<file path="src/rtl/instruction_loader.sv">
// ---------------------------------------------------------------------------
// instruction_loader
//
// Assembles a big-endian byte stream into 32-bit instruction words and writes
// them into instruction memory starting at BASE_ADDR. It also keeps a
// modulo-2^32 checksum of every word written in the current or last load.
//
// Parameters
//   BASE_ADDR  : byte address of the first word written (bits [1:0] ignored)
//
// Ports
//   CLOCK      : single clock, rising edge
//   RESET      : asynchronous, active-high reset
//   start      : one-cycle load request, honoured only while idle
//   load_len   : number of 32-bit words to load, sampled with start
//   abort      : terminates a load in progress
//   byte_in    : program byte stream
//   byte_valid : byte_in is valid this cycle
//   byte_ready : loader accepts byte_in this cycle
//   wr_en      : instruction-memory write strobe, one cycle per word
//   wr_addr    : byte address of the word being written
//   wr_data    : assembled instruction word
//   busy       : high whenever the loader is not idle
//   done       : one-cycle pulse on normal completion
//   checksum   : sum of all words written in the current/last load
// ---------------------------------------------------------------------------
module instruction_loader #(
    parameter logic [12:0] BASE_ADDR = 13'h0000
) (
    input  logic        CLOCK,
    input  logic        RESET,
    input  logic        start,
    input  logic [10:0] load_len,
    input  logic        abort,
    input  logic [7:0]  byte_in,
    input  logic        byte_valid,
    output logic        byte_ready,
    output logic        wr_en,
    output logic [12:0] wr_addr,
    output logic [31:0] wr_data,
    output logic        busy,
    output logic        done,
    output logic [31:0] checksum
);

    typedef enum logic [1:0] {
        IDLE    = 2'd0,
        COLLECT = 2'd1,
        WRITE   = 2'd2,
        DONE    = 2'd3
    } state_t;

    // Word-aligned start address; the low two bits of BASE_ADDR are dropped.
    localparam logic [12:0] START_ADDR = {BASE_ADDR[12:2], 2'b00};

    state_t      state;
    state_t      state_nxt;

    logic [12:0] addr_cnt;
    logic [10:0] word_cnt;
    logic [1:0]  byte_idx;
    logic [31:0] word_acc;
    logic [12:0] wr_addr_q;
    logic [31:0] wr_data_q;
    logic [31:0] checksum_q;

    logic        byte_take;
    logic        last_byte;

    // Abort wins over a byte handshake: a byte arriving with abort belongs to
    // a word that is being discarded anyway.
    assign byte_take = (state == COLLECT) && byte_valid && !abort;
    assign last_byte = byte_take && (byte_idx == 2'd3);

    assign wr_addr  = wr_addr_q;
    assign wr_data  = wr_data_q;
    assign checksum = checksum_q;

    // ---------------------------------------------------------------------
    // State register
    // ---------------------------------------------------------------------
    always_ff @(posedge CLOCK or posedge RESET) begin
        if (RESET) begin
            state <= IDLE;
        end else begin
            state <= state_nxt;
        end
    end

    // ---------------------------------------------------------------------
    // Next-state and control outputs
    // ---------------------------------------------------------------------
    always_comb begin
        state_nxt  = state;
        byte_ready = 1'b0;
        wr_en      = 1'b0;
        busy       = 1'b1;
        done       = 1'b0;

        case (state)
            IDLE: begin
                busy = 1'b0;
                if (start) begin
                    state_nxt = (load_len == 11'd0) ? DONE : COLLECT;
                end
            end
            COLLECT: begin
                byte_ready = 1'b1;
                if (abort) begin
                    state_nxt = IDLE;
                end else if (last_byte) begin
                    state_nxt = WRITE;
                end
            end
            WRITE: begin
                // The word is committed even when abort arrives this cycle.
                wr_en = 1'b1;
                if (abort) begin
                    state_nxt = IDLE;
                end else if (word_cnt == 11'd1) begin
                    state_nxt = DONE;
                end else begin
                    state_nxt = COLLECT;
                end
            end
            DONE: begin
                done      = 1'b1;
                state_nxt = IDLE;
            end
            default: begin
                state_nxt = IDLE;
            end
        endcase
    end

    // ---------------------------------------------------------------------
    // Counters, word assembly, write registers and checksum
    // ---------------------------------------------------------------------
    always_ff @(posedge CLOCK or posedge RESET) begin
        if (RESET) begin
            addr_cnt   <= 13'd0;
            word_cnt   <= 11'd0;
            byte_idx   <= 2'd0;
            word_acc   <= 32'd0;
            wr_addr_q  <= 13'd0;
            wr_data_q  <= 32'd0;
            checksum_q <= 32'd0;
        end else begin
            case (state)
                IDLE: begin
                    if (start) begin
                        addr_cnt   <= START_ADDR;
                        word_cnt   <= load_len;
                        byte_idx   <= 2'd0;
                        checksum_q <= 32'd0;
                    end
                end
                COLLECT: begin
                    if (byte_take) begin
                        // Shifting left leaves the first byte in [31:24].
                        word_acc <= {word_acc[23:0], byte_in};
                        byte_idx <= byte_idx + 2'd1;
                    end
                    // Write registers load only here so they hold their
                    // value everywhere outside WRITE.
                    if (last_byte) begin
                        wr_addr_q <= addr_cnt;
                        wr_data_q <= {word_acc[23:0], byte_in};
                    end
                end
                WRITE: begin
                    checksum_q <= checksum_q + wr_data_q;
                    addr_cnt   <= addr_cnt + 13'd4;
                    word_cnt   <= word_cnt - 11'd1;
                    byte_idx   <= 2'd0;
                end
                default: begin
                end
            endcase
        end
    end

endmodule

</file>
<file path="config.mk">
export PLATFORM = sky130hd
export DESIGN_NAME = instruction_loader
export DESIGN_NICKNAME = d
export VERILOG_FILES = /design/src/rtl/instruction_loader.sv
export SDC_FILE = /design/constraint.sdc
export NUM_CORES = 1
export LEC_CHECK = 0
export CELL_PAD_IN_SITES_DETAIL_PLACEMENT = 1
export CELL_PAD_IN_SITES_GLOBAL_PLACEMENT = 1
export CORE_ASPECT_RATIO = 0.8
export CORE_MARGIN = 3
export CORE_UTILIZATION = 40
export DETAILED_ROUTE_END_ITERATION = 8
export HOLD_SLACK_MARGIN = 0.03
export PLACE_DENSITY_LB_ADDON = 0.1
export SLEW_MARGIN = 10
export SYNTH_ARGS = -nofsm -noshare
export SYNTH_HDL_FRONTEND = slang
export SYNTH_SLANG_ARGS = --single-unit
</file>
<file path="constraint.sdc">
create_clock -name CLOCK -period 7.3 [get_ports CLOCK]
set_clock_uncertainty 0.1 [all_clocks]
set_input_delay 0.73 -clock CLOCK [delete_from_list [all_inputs] [get_ports CLOCK]]
set_output_delay 0.73 -clock CLOCK [all_outputs]
set_load 0.01 [all_outputs]
</file>
# Yosys cells after proc, flatten, opt, wreduce, memory -nomap -nowiden
# Cells that the tools add are included.
[word_totals]
inputBits = 24
regBits = 129
wordCells = 53
out_inout_bits = 81
[classes]
reduce_logical = 13
eq_ne = 8
addsub = 4
muxes = 20
[ops]
columns = ["cell", "n"]
rows = [
  ["one-hot mux 32 bit (2 select lines)", 1],
  ["adder 32 bit", 1],
  ["two-way mux 32 bit", 1],
  ["one-hot mux 13 bit (2 select lines)", 1],
  ["one-hot mux 11 bit (2 select lines)", 1],
  ["two-way mux 2 bit", 8],
  ["adder 13 x 3 -> 13 bit (second input constant)", 1],
  ["two-way mux 13 bit", 1],
  ["equality test 11 x 1 -> 1 bit (second input constant)", 1],
  ["logical NOT 11 bit", 1],
  ["two-way mux 11 bit", 1],
  ["subtractor 11 x 1 -> 11 bit (second input constant)", 1],
  ["one-hot mux 2 bit (4 select lines)", 1],
  ["AND reduction 2 bit", 4],
  ["equality test 2 bit (second input constant)", 3],
  ["one-hot mux 2 bit (3 select lines)", 1],
  ["two-way mux 1 bit", 4],
  ["!= test 2 bit (second input constant)", 2],
  ["logical AND 1 bit", 3],
  ["!= test 3 bit (second input constant)", 1],
  ["AND reduction 3 bit", 1],
  ["nonzero test 3 bit", 1],
  ["adder 2 x 1 -> 2 bit (second input constant)", 1],
  ["equality test 2 x 1 -> 1 bit (second input constant)", 1],
  ["3 further kinds", 3],
]

# Depth between registers and ports, before layout
# Gate-level depths: netlist of run 1.
[depth]
word_depth = 7
depth_mapped = 12
mapped_depth_nobuf = 12

# Worst setup path after synthesis of run 1
# OpenSTA, ideal clock, no wires.
[synth_timing]
kind = "register to register"
from = "reg checksum_q[0] (netlist: checksum[0])"
to = "reg checksum_q[24] (netlist: checksum[24])"
setup_ns = 0.122
arrival_time_ns = 2.835
stages_incl_launch_ff = 12
synth_period_minus_slack_ns = 3.056
path_slack_ns = 4.244
n_path_buf = 0
required_time_ns = 7.078
cell_sequence = "dfrtp_1 ha_1 inv_1 fa_1 nor2b_2 o31ai_2 a31o_4 o21ba_4 a2111o_1 a2111oi_4 o21ai_1 a32o_1"
[synth_via]
elab_chain_cells = 2
[synth_rtl]
columns = ["item", "line", "text"]
rows = [
  ["from (decl)", "65", "logic [31:0] checksum_q;"],
  ["from (signal assigned)", "172", "checksum_q <= checksum_q + wr_data_q;"],
  ["adder 32 bit", "172", ""],
  ["one-hot mux 32 bit (2 select lines)", "149", "case (state)"],
]
# No other way between the ends.
# A chain may end at the register's enable or synchronous reset.

# Worst setup path in the final report of run 1
[layout_timing]
from = "reg state[1]"
to = "out wr_en"
[layout_via]
elab_chain_cells = 2
[layout_rtl]
columns = ["item", "line", "text"]
rows = [
  ["from (decl)", "56", "state_t state;"],
  ["from (signal assigned)", "86", "state <= state_nxt;"],
  ["equality test 2 bit", "100", "case (state)"],
  ["two-way mux 1 bit", "100", ""],
  ["to (decl)", "38", "output logic wr_en,"],
]
# No other way between the ends.

==> results of run 1 <==
-- stage by stage --
step	utilization, %	std cells	area (µm²)	hold WS, ns	setup WS [ns]
final	53.2	1018	8570	0.376	3.33
after detailed placement	49.3	987	7940	0.361	3.54
after global placement	49.3	987	7940	0.359	3.64
after CTS	53.2	1018	8570	0.375	3.33
after global routing	53.2	1018	8570	0.411	3.10
after floorplan	-	699	6740	0.342	3.14
-- cells in the final DEF, fill, tap and decap left out, types with 4 or more instances in the layout --
cell             instances
or3_1                    5
mux2_2                  43
and2_1                   4
nand2_1                133
o31ai_1                  5
clkbuf_16               17
o211ai_1                 9
nor3_1                   5
o21ai_1                  5
o21a_1                   7
a31oi_1                  5
a22o_1                   6
ha_1                    35
nand3_1                 18
o21bai_1                 5
clkdlybuf4s50_1        102
xor2_1                   9
nand2b_1                 4
inv_1                   20
a21o_1                  12
a21oi_1                 46
dfrtp_1                125
nor2_1                  31
clkinv_2                 4
nand4_1                 10
o21ai_0                 52
o22a_1                   5
nor2b_1                  4
xnor2_1                 14
bufinv_16                4
-- critical path, delay by kind of cell (launching register included) --
kind	cells	cell delay (ns)
simple gates	1	0.13
buf+inv	3	1.61
flops	1	0.97
-- layout make-up --
type / instances / area (µm²) / share of cell area, %
tap: 215 / 269 / 3.14
multi-input combinational: 521 / 3420 / 39.9
clock inverter: 11 / 165 / 1.93
timing repair buffer: 105 / 1040 / 12.2
inverter: 21 / 81.3 / 0.949
clock buffer: 20 / 467 / 5.45
sequential: 125 / 3130 / 36.5
-- registers in the layout, indices dropped and copies added, names as in the netlist --
name,cells
word_acc,24
state,2
word_cnt,11
addr_cnt,11
wr_addr,11
wr_data,32
byte_idx,2
checksum,32
-- routing by layer --
layer,global-route usage [%],vias to the layer above,share of wire (%),wire (µm)
met3,4.76,26,3.9,760
met1,32.3,2745,50,9630
met5,0,-,0,0
met2,35.1,123,45,8760
met4,5.44,0,1.3,253
li1,-,2664,-,-
-- how the worst min path moves through the flow --
stage	cells after the start	endpoint	from	slack, ns
finish	2	word_acc[16]	word_acc[16]	0.38
global route	2	word_acc[22]	word_acc[22]	0.41
CTS	2	word_acc[16]	word_acc[16]	0.37
detailed placement	2	word_acc[16]	word_acc[16]	0.36
global placement	2	word_acc[16]	word_acc[16]	0.36
floorplan	2	word_acc[16]	word_acc[16]	0.34
-- cell families (layout without fill, tap and decap cells) --
logic type,after synthesis,count (layout)
simple gates,232,232
buf+inv,53,157
flops,125,125
fa+ha+maj,36,36
mux,45,45
other cells,1,2
compound gates,183,183
xor+xnor,23,23
-- report_power, final --
part	leakage, nW	internal [mW]	switching (mW)
combinational	1.98	0.245	0.325
sequential	1.69	0.824	0.151
clock	0.312	0.595	0.312
==> flow_summary.yaml, run 1 <==
place:
  gp_congestion: 0.871
  portBuffers: 102
  hpwlAfterDp_um: 13400
final_layout:
  antenna_cells: 0
  areaGrowthSynthToFinish_pct: 27.3
  num-fill-cells: 1765
  nNetsFinal: 851
  drive_gt1_share_pct: 11.3
die:
  rows: 41
  ios: 105
  coreArea_um2: 16100
  die_h_um: 122
  die_x_um: 151
  die-area_um2: 18400
  initial_core_util_pct: 41.8
synthesis:
  synth.ff_latch_count: 125
  synth.most_common_cell: "nand2_1"
  synth_top_cells_by_count: "nand2_1 (134), dfrtp_1 (125), o21ai_0 (52)"
  dominantRegCellSynth: "dfrtp_1"
  synth_top_area_share_pct: 46.5
  yosysUniqueCellTypes: 65
  yosys.area.top_type: "dfrtp_1"
  synthArstFlopShare_pct: 100
  synth_top_family_by_area: "compound AO/OA/AOI/OAI gates"
  synth_compound_area_share_pct: 17.9
  synth_mux_area_share_pct: 7.49
  synthXorXnorAreaFrac_pct: 2.99
  yosys.area_share.adder_pct: 6.80
  syn_inst: 698
  synth_seq_area_share_pct: 46.5
  avgSynthCellArea_um2: 9.65
  synth_warnings: 0
  synth_edf_count: 0
  yosys-top-cells-area: "dfrtp_1 (46%), nand2_1 (7.5%), mux2_2 (7.2%), ha_1 (6.5%), o21ai_0 (3.9%)"
  synthSimpleGateAreaFrac_pct: 15.3
  netlist_area_um2: 6730
cts:
  root_buffer: "clkbuf_16"
  cts_made_buffers: 17
  post_cts_resized: 0
  cts_buffer_depth: 2
  cts_tree: "yes"
  clk_pin_slew_ns: 0.06
  htreeDepth: 4
  cts_num_sinks: 125
  clock_latency_ns: 0.42
  hold_buffers: 0
  postCtsSetupRepairBufs: 0
global_route:
  gr-total-overflow: 0
  grt_pass1_vias: 6118
  antenna_found_initial: 0
  grt_usage_pct: 22.6
  grt_pass1_wl_um: 32700
  grt_start_max_net_pins: 81
routing:
  wirelength_um: 19400
  via_per_inst: 5.46
  drt_first_pass_iters: 4
  drtIter0Drc: 378
  via_count: 5558
  wire_per_inst_um: 19.1
  postRouteAntennaNets: 0
  route.detailed.drc: 0
worst_setup_path:
  reg2reg_depth: 4
  crit-reg2reg-launch: "state[1]"
  critical_path.max_fanout: 32
  crit_path_top_delay_cell: "dfrtp_1"
  cp_cell_sequence: "nand2b_1, buf_4, inv_1, clkdlybuf4s50_1"
  critical_path_arrival_ns: 3.14
  critPathLaunchType: "flop"
  r2r-end: "wr_addr[5]"
  crit_start: "state[1]"
  worstSetupPathType: "flop to output port"
  endpoint: "wr_en"
  cp.required_ns: 6.47
  rrSetupSlack_ns: 3.62
  crit_path_max_incr_delay_ns: 0.97
  endpoint_kind: "output port"
sta:
  post-route-period-util_pct: 54.4
  worstMarginPinSlew_ns: 1.12
  finalSetupViolations: 0
  grt_setup_unrepaired: "no"
  max_freq_ghz: 0.252
  hold_viol_final: 0
  drv_slew: 0
  tns_ns: 0
  min_period_ns: 3.97
  maxSlewHeadroom_pct: 24.9
power_and_ir_drop:
  p_leak_nw: 3.98
  power.total_mw: 2.45
  powerDensity_nw_per_um2: 286
  ir_worst_vdd_mv: 0.177
status:
  status: "finished clean"
min_path:
  worstHoldPathType: "flop to flop"
job:
  maxCapViolations: 0
No activity file was read; power rests on OpenSTA's default activity.
==> inputs of run 2 (changes only) <==
--- a/config.mk
+++ b/config.mk
@@ -9,7 +9,7 @@
 export CELL_PAD_IN_SITES_GLOBAL_PLACEMENT = 1
 export CORE_ASPECT_RATIO = 0.8
 export CORE_MARGIN = 3
-export CORE_UTILIZATION = 40
+export CORE_UTILIZATION = 38
 export DETAILED_ROUTE_END_ITERATION = 8
 export HOLD_SLACK_MARGIN = 0.03
 export PLACE_DENSITY_LB_ADDON = 0.1
==> constraint.sdc (replaced) <==
create_clock -name CLOCK -period 3.2 [get_ports CLOCK]
set_clock_uncertainty 0.1 [all_clocks]
set_input_delay 0.32 -clock CLOCK [delete_from_list [all_inputs] [get_ports CLOCK]]
set_output_delay 0.32 -clock CLOCK [all_outputs]
set_load 0.01 [all_outputs]
==> run 2 against run 1 <==
  * Clock-buffer cell count increased by 3
  * Clock power increased by 110%
  * Via count increased by 4.3%
  * Sequential power increased by 120%
  * Non-clock buffer count increased by 22
  * Die area increased by 5.0%
  * Hold slack got worse by 0.20 ns
  * First-iteration DRC count decreased by 34%
  * Combinational power increased by 150%
  * Power increased by 120%
  * Core utilization decreased by 1.6 points
  * Setup slack got worse by 3.3 ns
  * Largest power group unchanged
  * Highest routed layer unchanged
==> flow_summary.yaml, run 2 (synthesis gave the netlist of run 1 again) <==
place:
  hpwlAfterDp_um: 14400
  dp_slack_ns: -0.0273
  portBuffers: 102
  placed_cell_area_um2: 8100
  dp.cells: 1007
  gp_congestion: 0.888
sta:
  maxSlewHeadroom_pct: 56.2
  drv_slew: 0
  tns_ns: 0
  post-route-period-util_pct: 97.6
  worstMarginPinSlew_ns: 0.652
  grt_setup_unrepaired: "yes"
  max_freq_ghz: 0.320
  min_period_ns: 3.12
  layout_setup_ws_ns: 0.0763
  hold_ws_ns: 0.175
  hold_viol_final: 0
  finalSetupViolations: 0
cts:
  clk_pin_slew_ns: 0.06
  root_buffer: "clkbuf_16"
  cts_tree: "yes"
  cts_made_buffers: 17
  clock_latency_ns: 0.42
  cts_buffer_depth: 2
  hold_buffers: 0
  cts_num_sinks: 125
  htreeDepth: 4
final_layout:
  antenna_cells: 0
  finalNonFillerCells: 1044
  final_common_cell: "nand2_1"
  areaGrowthSynthToFinish_pct: 30.1
  final_util_pct: 51.6
  stdcell_area_um2: 8760
  drive_gt1_share_pct: 14.2
  final_cell_mix: "nand2_1 (133), dfrtp_1 (125), clkdlybuf4s50_1 (102)"
  nNetsFinal: 873
die:
  coreArea_um2: 17000
  die-area_um2: 19400
  ios: 105
  die_x_um: 155
  die_h_um: 125
  initial_core_util_pct: 39.7
  rows: 42
routing:
  route.detailed.drc: 0
  via_per_inst: 5.55
  via_count: 5795
  postRouteAntennaNets: 0
  wire_per_inst_um: 19.3
  wirelength_um: 20100
  drtIter0Drc: 249
  drt_first_pass_iters: 5
min_path:
  worstHoldPathType: "input pin to asynchronous set/reset pin"
worst_setup_path:
  cp.required_ns: 3.41
  critical_path.max_fanout: 4
  crit-reg2reg-launch: "wr_data[0]"
  critical_path_arrival_ns: 3.33
  worstSetupPathType: "flop to flop"
  rrSetupSlack_ns: 0.08
  crit_path_top_delay_cell: "a2111o_1"
  endpoint_kind: "flop"
  critPathLaunchType: "flop"
  crit_path_max_incr_delay_ns: 0.43
  cp_cell_sequence: "ha_2, inv_2, fa_2, nor2b_4, o31ai_2, a31o_4, o21ba_4, a2111o_1, a2111oi_4, o21ai_1, a32o_2"
  reg2reg_depth: 11
  r2r-end: "checksum[24]"
global_route:
  gr-total-overflow: 0
  grt_start_max_net_pins: 51
  grt_pass1_wl_um: 33200
  grt_pass1_vias: 6137
  antenna_found_initial: 0
  grt_usage_pct: 21.3
power_and_ir_drop:
  p_leak_nw: 4.08
  ir_worst_vdd_mv: 0.413
  powerDensity_nw_per_um2: 628
  power.total_mw: 5.51
status:
  status: "finished clean"
job:
  maxCapViolations: 0
run 2: cell types whose count changed in the layout (fill, tap and decap cells not counted), sizes merged:
cell	previous run	this run
clkbuf	20	23
bufinv	4	2
clkinvlp	1	2
inv	21	20
clkinv	6	4
buf	3	25
run 2: what timing repair did:
item / CTS / global route
gates resized for setup: 3 / 7
setup buffers: 2 / 5
setup endpoints to repair: 5 / 7
pin swaps: 5 / 11
endpoints found under the hold margin: 0 / 0
run 2: where the power goes:
group | internal, mW | switching [mW]
Clock | 1.21 | 0.697
Sequential | 1.88 | 0.289
Combinational | 0.612 | 0.812
run 2: final cells by class:
type                    count  area [µm²]
clock buffers              23         488
well taps                 220         275
repair buffers            127        1250
multi-input cells         521        3450
flip-flops and latches    125        3130
fillers                  1887        8210
inverters                  21        82.6
clock inverters             7        87.6
run 2: worst max-delay path, delay by kind of cell, from the launching register on:
| kind | cells | cell delay [ns] |
|---|---|---|
| flip-flops | 1 | 0.37 |
| AND/OR/NAND/NOR | 1 | 0.13 |
| buffers and inverters | 1 | 0.04 |
| adder cells (fa/ha/maj) | 2 | 0.59 |
| AO/OA/AOI/OAI | 7 | 1.79 |
run 2: metal layers:
layer	wire length, µm	global-route usage, %
met4	250	5.45
met2	9240	32.9
met5	0	0
met1	9770	30.3
met3	883	4.97
run 2: worst max-delay path by stage:
| stage | startpoint | endpoint | slack (ns) | depth (start not counted) |
|---|---|---|---|---|
| detailed placement | wr_data[0] | checksum[24] | -0.03 | 11 |
| global route | wr_data[0] | checksum[24] | -0.05 | 11 |
| CTS | wr_data[0] | checksum[24] | -0.0003 | 11 |
| finish | wr_data[0] | checksum[24] | 0.08 | 11 |
| floorplan | checksum[0] | checksum[24] | 0.14 | 11 |
| global placement | wr_data[0] | checksum[24] | 0.08 | 11 |
==> inputs of run 3 (changes only) <==
--- a/config.mk
+++ b/config.mk
@@ -13,6 +13,7 @@
 export DETAILED_ROUTE_END_ITERATION = 8
 export HOLD_SLACK_MARGIN = 0.03
 export PLACE_DENSITY_LB_ADDON = 0.1
+export REMOVE_ABC_BUFFERS = 1
 export SLEW_MARGIN = 10
 export SYNTH_ARGS = -nofsm -noshare
 export SYNTH_HDL_FRONTEND = slang
==> run 3 against run 2 <==
  * Final cell count is 0.19% lower
  * Sequential cell count stayed put
  * Power is 1.3% higher
  * Critical path depth stayed put
  * Maximum frequency is 0.44% lower
  * Setup slack worse by 0.014 ns
  * Wire length is 0.93% lower
  * Via count is 1.8% lower
  * Clock power is 5% higher
  * First-iteration DRC count is 4.4% higher
  * Sequential power hardly changed
==> flow_summary.yaml, run 3 (synthesis gave the netlist of run 1 again) <==
status:
  status: "finished clean"
global_route:
  grt_usage_pct: 21.1
  antenna_found_initial: 0
  grt_pass1_wl_um: 32600
  grt_start_max_net_pins: 53
  grt_pass1_vias: 6073
  gr-total-overflow: 0
place:
  dp.cells: 1003
  gp_congestion: 0.885
  portBuffers: 102
  hpwlAfterDp_um: 14200
cts:
  cts_tree: "yes"
  htreeDepth: 4
  root_buffer: "clkbuf_16"
  cts_buffer_depth: 2
  clk_pin_slew_ns: 0.06
  clock_latency_ns: 0.42
  cts_made_buffers: 17
  cts_num_sinks: 125
job:
  maxCapViolations: 0
sta:
  min_period_ns: 3.14
  post-route-period-util_pct: 98.1
  worstMarginPinSlew_ns: 0.952
  max_freq_ghz: 0.319
  hold_viol_final: 0
  finalSetupViolations: 0
  drv_slew: 0
  maxSlewHeadroom_pct: 36.4
worst_setup_path:
  cp.required_ns: 3.46
  critPathLaunchType: "flop"
  endpoint_kind: "flop"
  critical_path.max_fanout: 4
  critical_path_arrival_ns: 3.40
  worstSetupPathType: "flop to flop"
final_layout:
  areaGrowthSynthToFinish_pct: 29.9
  final_cell_mix: "nand2_1 (133), dfrtp_1 (125), clkdlybuf4s50_1 (102)"
  antenna_cells: 0
  nNetsFinal: 870
  num-fill-cells: 1917
  final_util_pct: 51.5
  final_common_cell: "nand2_1"
  finalNonFillerCells: 1042
  drive_gt1_share_pct: 14.1
die:
  rows: 42
  die_h_um: 125
  coreArea_um2: 17000
  die_x_um: 155
  die-area_um2: 19400
  ios: 105
  initial_core_util_pct: 39.7
power_and_ir_drop:
  ir_worst_vdd_mv: 0.436
  switching_share_pct: 32.6
  clockPowerShare_pct: 35.9
  p_sw_mw: 1.82
  seq_power_share_pct: 39.3
  intPower_mw: 3.76
  p_leak_nw: 4.07
  comb_power_share_pct: 24.8
  powerDensity_nw_per_um2: 638
routing:
  wirelength_um: 20000
  postRouteAntennaNets: 0
  drtIter0Drc: 260
  drt_first_pass_iters: 4
  wire_per_inst_um: 19.1
  via_count: 5689
  via_per_inst: 5.46
  route.detailed.drc: 0
min_path:
  worstHoldPathType: "input pin to asynchronous set/reset pin"
-- run 3: cell types whose count changed in the layout (fill, tap and decap cells not counted), sizes merged --
cell	change
clkinvlp	+1
buf	-3
clkbuf	-3
inv	+1
clkinv	+1
bufinv	+1
-- run 3: timing repair --
item                       in CTS  in global routing
cloned                          0                  0
gates resized for setup         2                  6
hold endpoints to repair        0                  0
hold buffers                    0                  0
setup buffers                   5                  3
pin swaps                       6                 11
setup endpoints to repair       1                  6
-- run 3: area by class of cell --
class,count,area [µm²],area share (%)
Clock inverter,11,141,1.62
Inverter,21,81.3,0.930
Timing Repair Buffer,124,1210,13.9
Tap cell,220,275,3.15
Clock buffer,20,467,5.34
Sequential cell,125,3130,35.8
Multi-Input combinational cell,521,3440,39.3
-- run 3: final timing paths --
check,depth (start not counted),start,to,slack (ns)
max reg2reg,11,wr_data[6],checksum[31],0.06
min reg2reg,2,word_acc[17],word_acc[17],0.38
max,11,wr_data[6],checksum[31],0.06
min,2,RESET,wr_data[29],0.18
min in group CLOCK,3,byte_in[2],word_acc[2],0.38
max in group asynchronous,3,RESET,checksum[11],2.13
-- run 3: routing by layer --
layer / up-vias / track usage, % / share of wire, %
met3: 6 / 4.35 / 4.0
met5: - / 0 / 0
met4: 0 / 5.40 / 0.48
met2: 115 / 33.5 / 47
li1: 2703 / - / -
met1: 2865 / 29.7 / 49
-- run 3: power by group through the flow --
stage | Clock, mW | Combinational (mW) | Sequential [mW]
floorplan | 0 | 0.743 | 2.16
global placement | 0 | 1.33 | 2.20
detailed placement | 0 | 1.38 | 2.22
CTS | 2.05 | 1.40 | 2.19
global route | 2.12 | 1.55 | 2.24
finish | 2.00 | 1.38 | 2.19
-- run 3: worst max-delay path, stage by stage, from the launching register on --
cell and delay (ns):
dfrtp_1 0.39, ha_1 0.38, a21o_1 0.23, nor3_1 0.36, a2111oi_2 0.18, o21ai_1 0.22
a21oi_1 0.10, buf_4 0.16, o211ai_1 0.24, a21boi_0 0.16, or4_1 0.48, nand3_1 0.08
-- run 3: per-stage QoR --
step | setup slack (ns) | hold WS (ns) | area (µm²) | power, mW | TNS (ns)
3_3_place_gp | 0.0837 | 0.363 | 8050 | 3.52 | 0
6_report | 0.0624 | 0.185 | 8740 | 5.58 | 0
3_5_place_dp | 0.00205 | 0.370 | 8050 | 3.59 | 0
5_1_grt | -0.0790 | 0.215 | 8740 | 5.91 | -0.153
4_1_cts | 0.00239 | 0.191 | 8700 | 5.64 | 0
2_1_floorplan | -0.548 | 0.325 | 6610 | 2.90 | -71.66
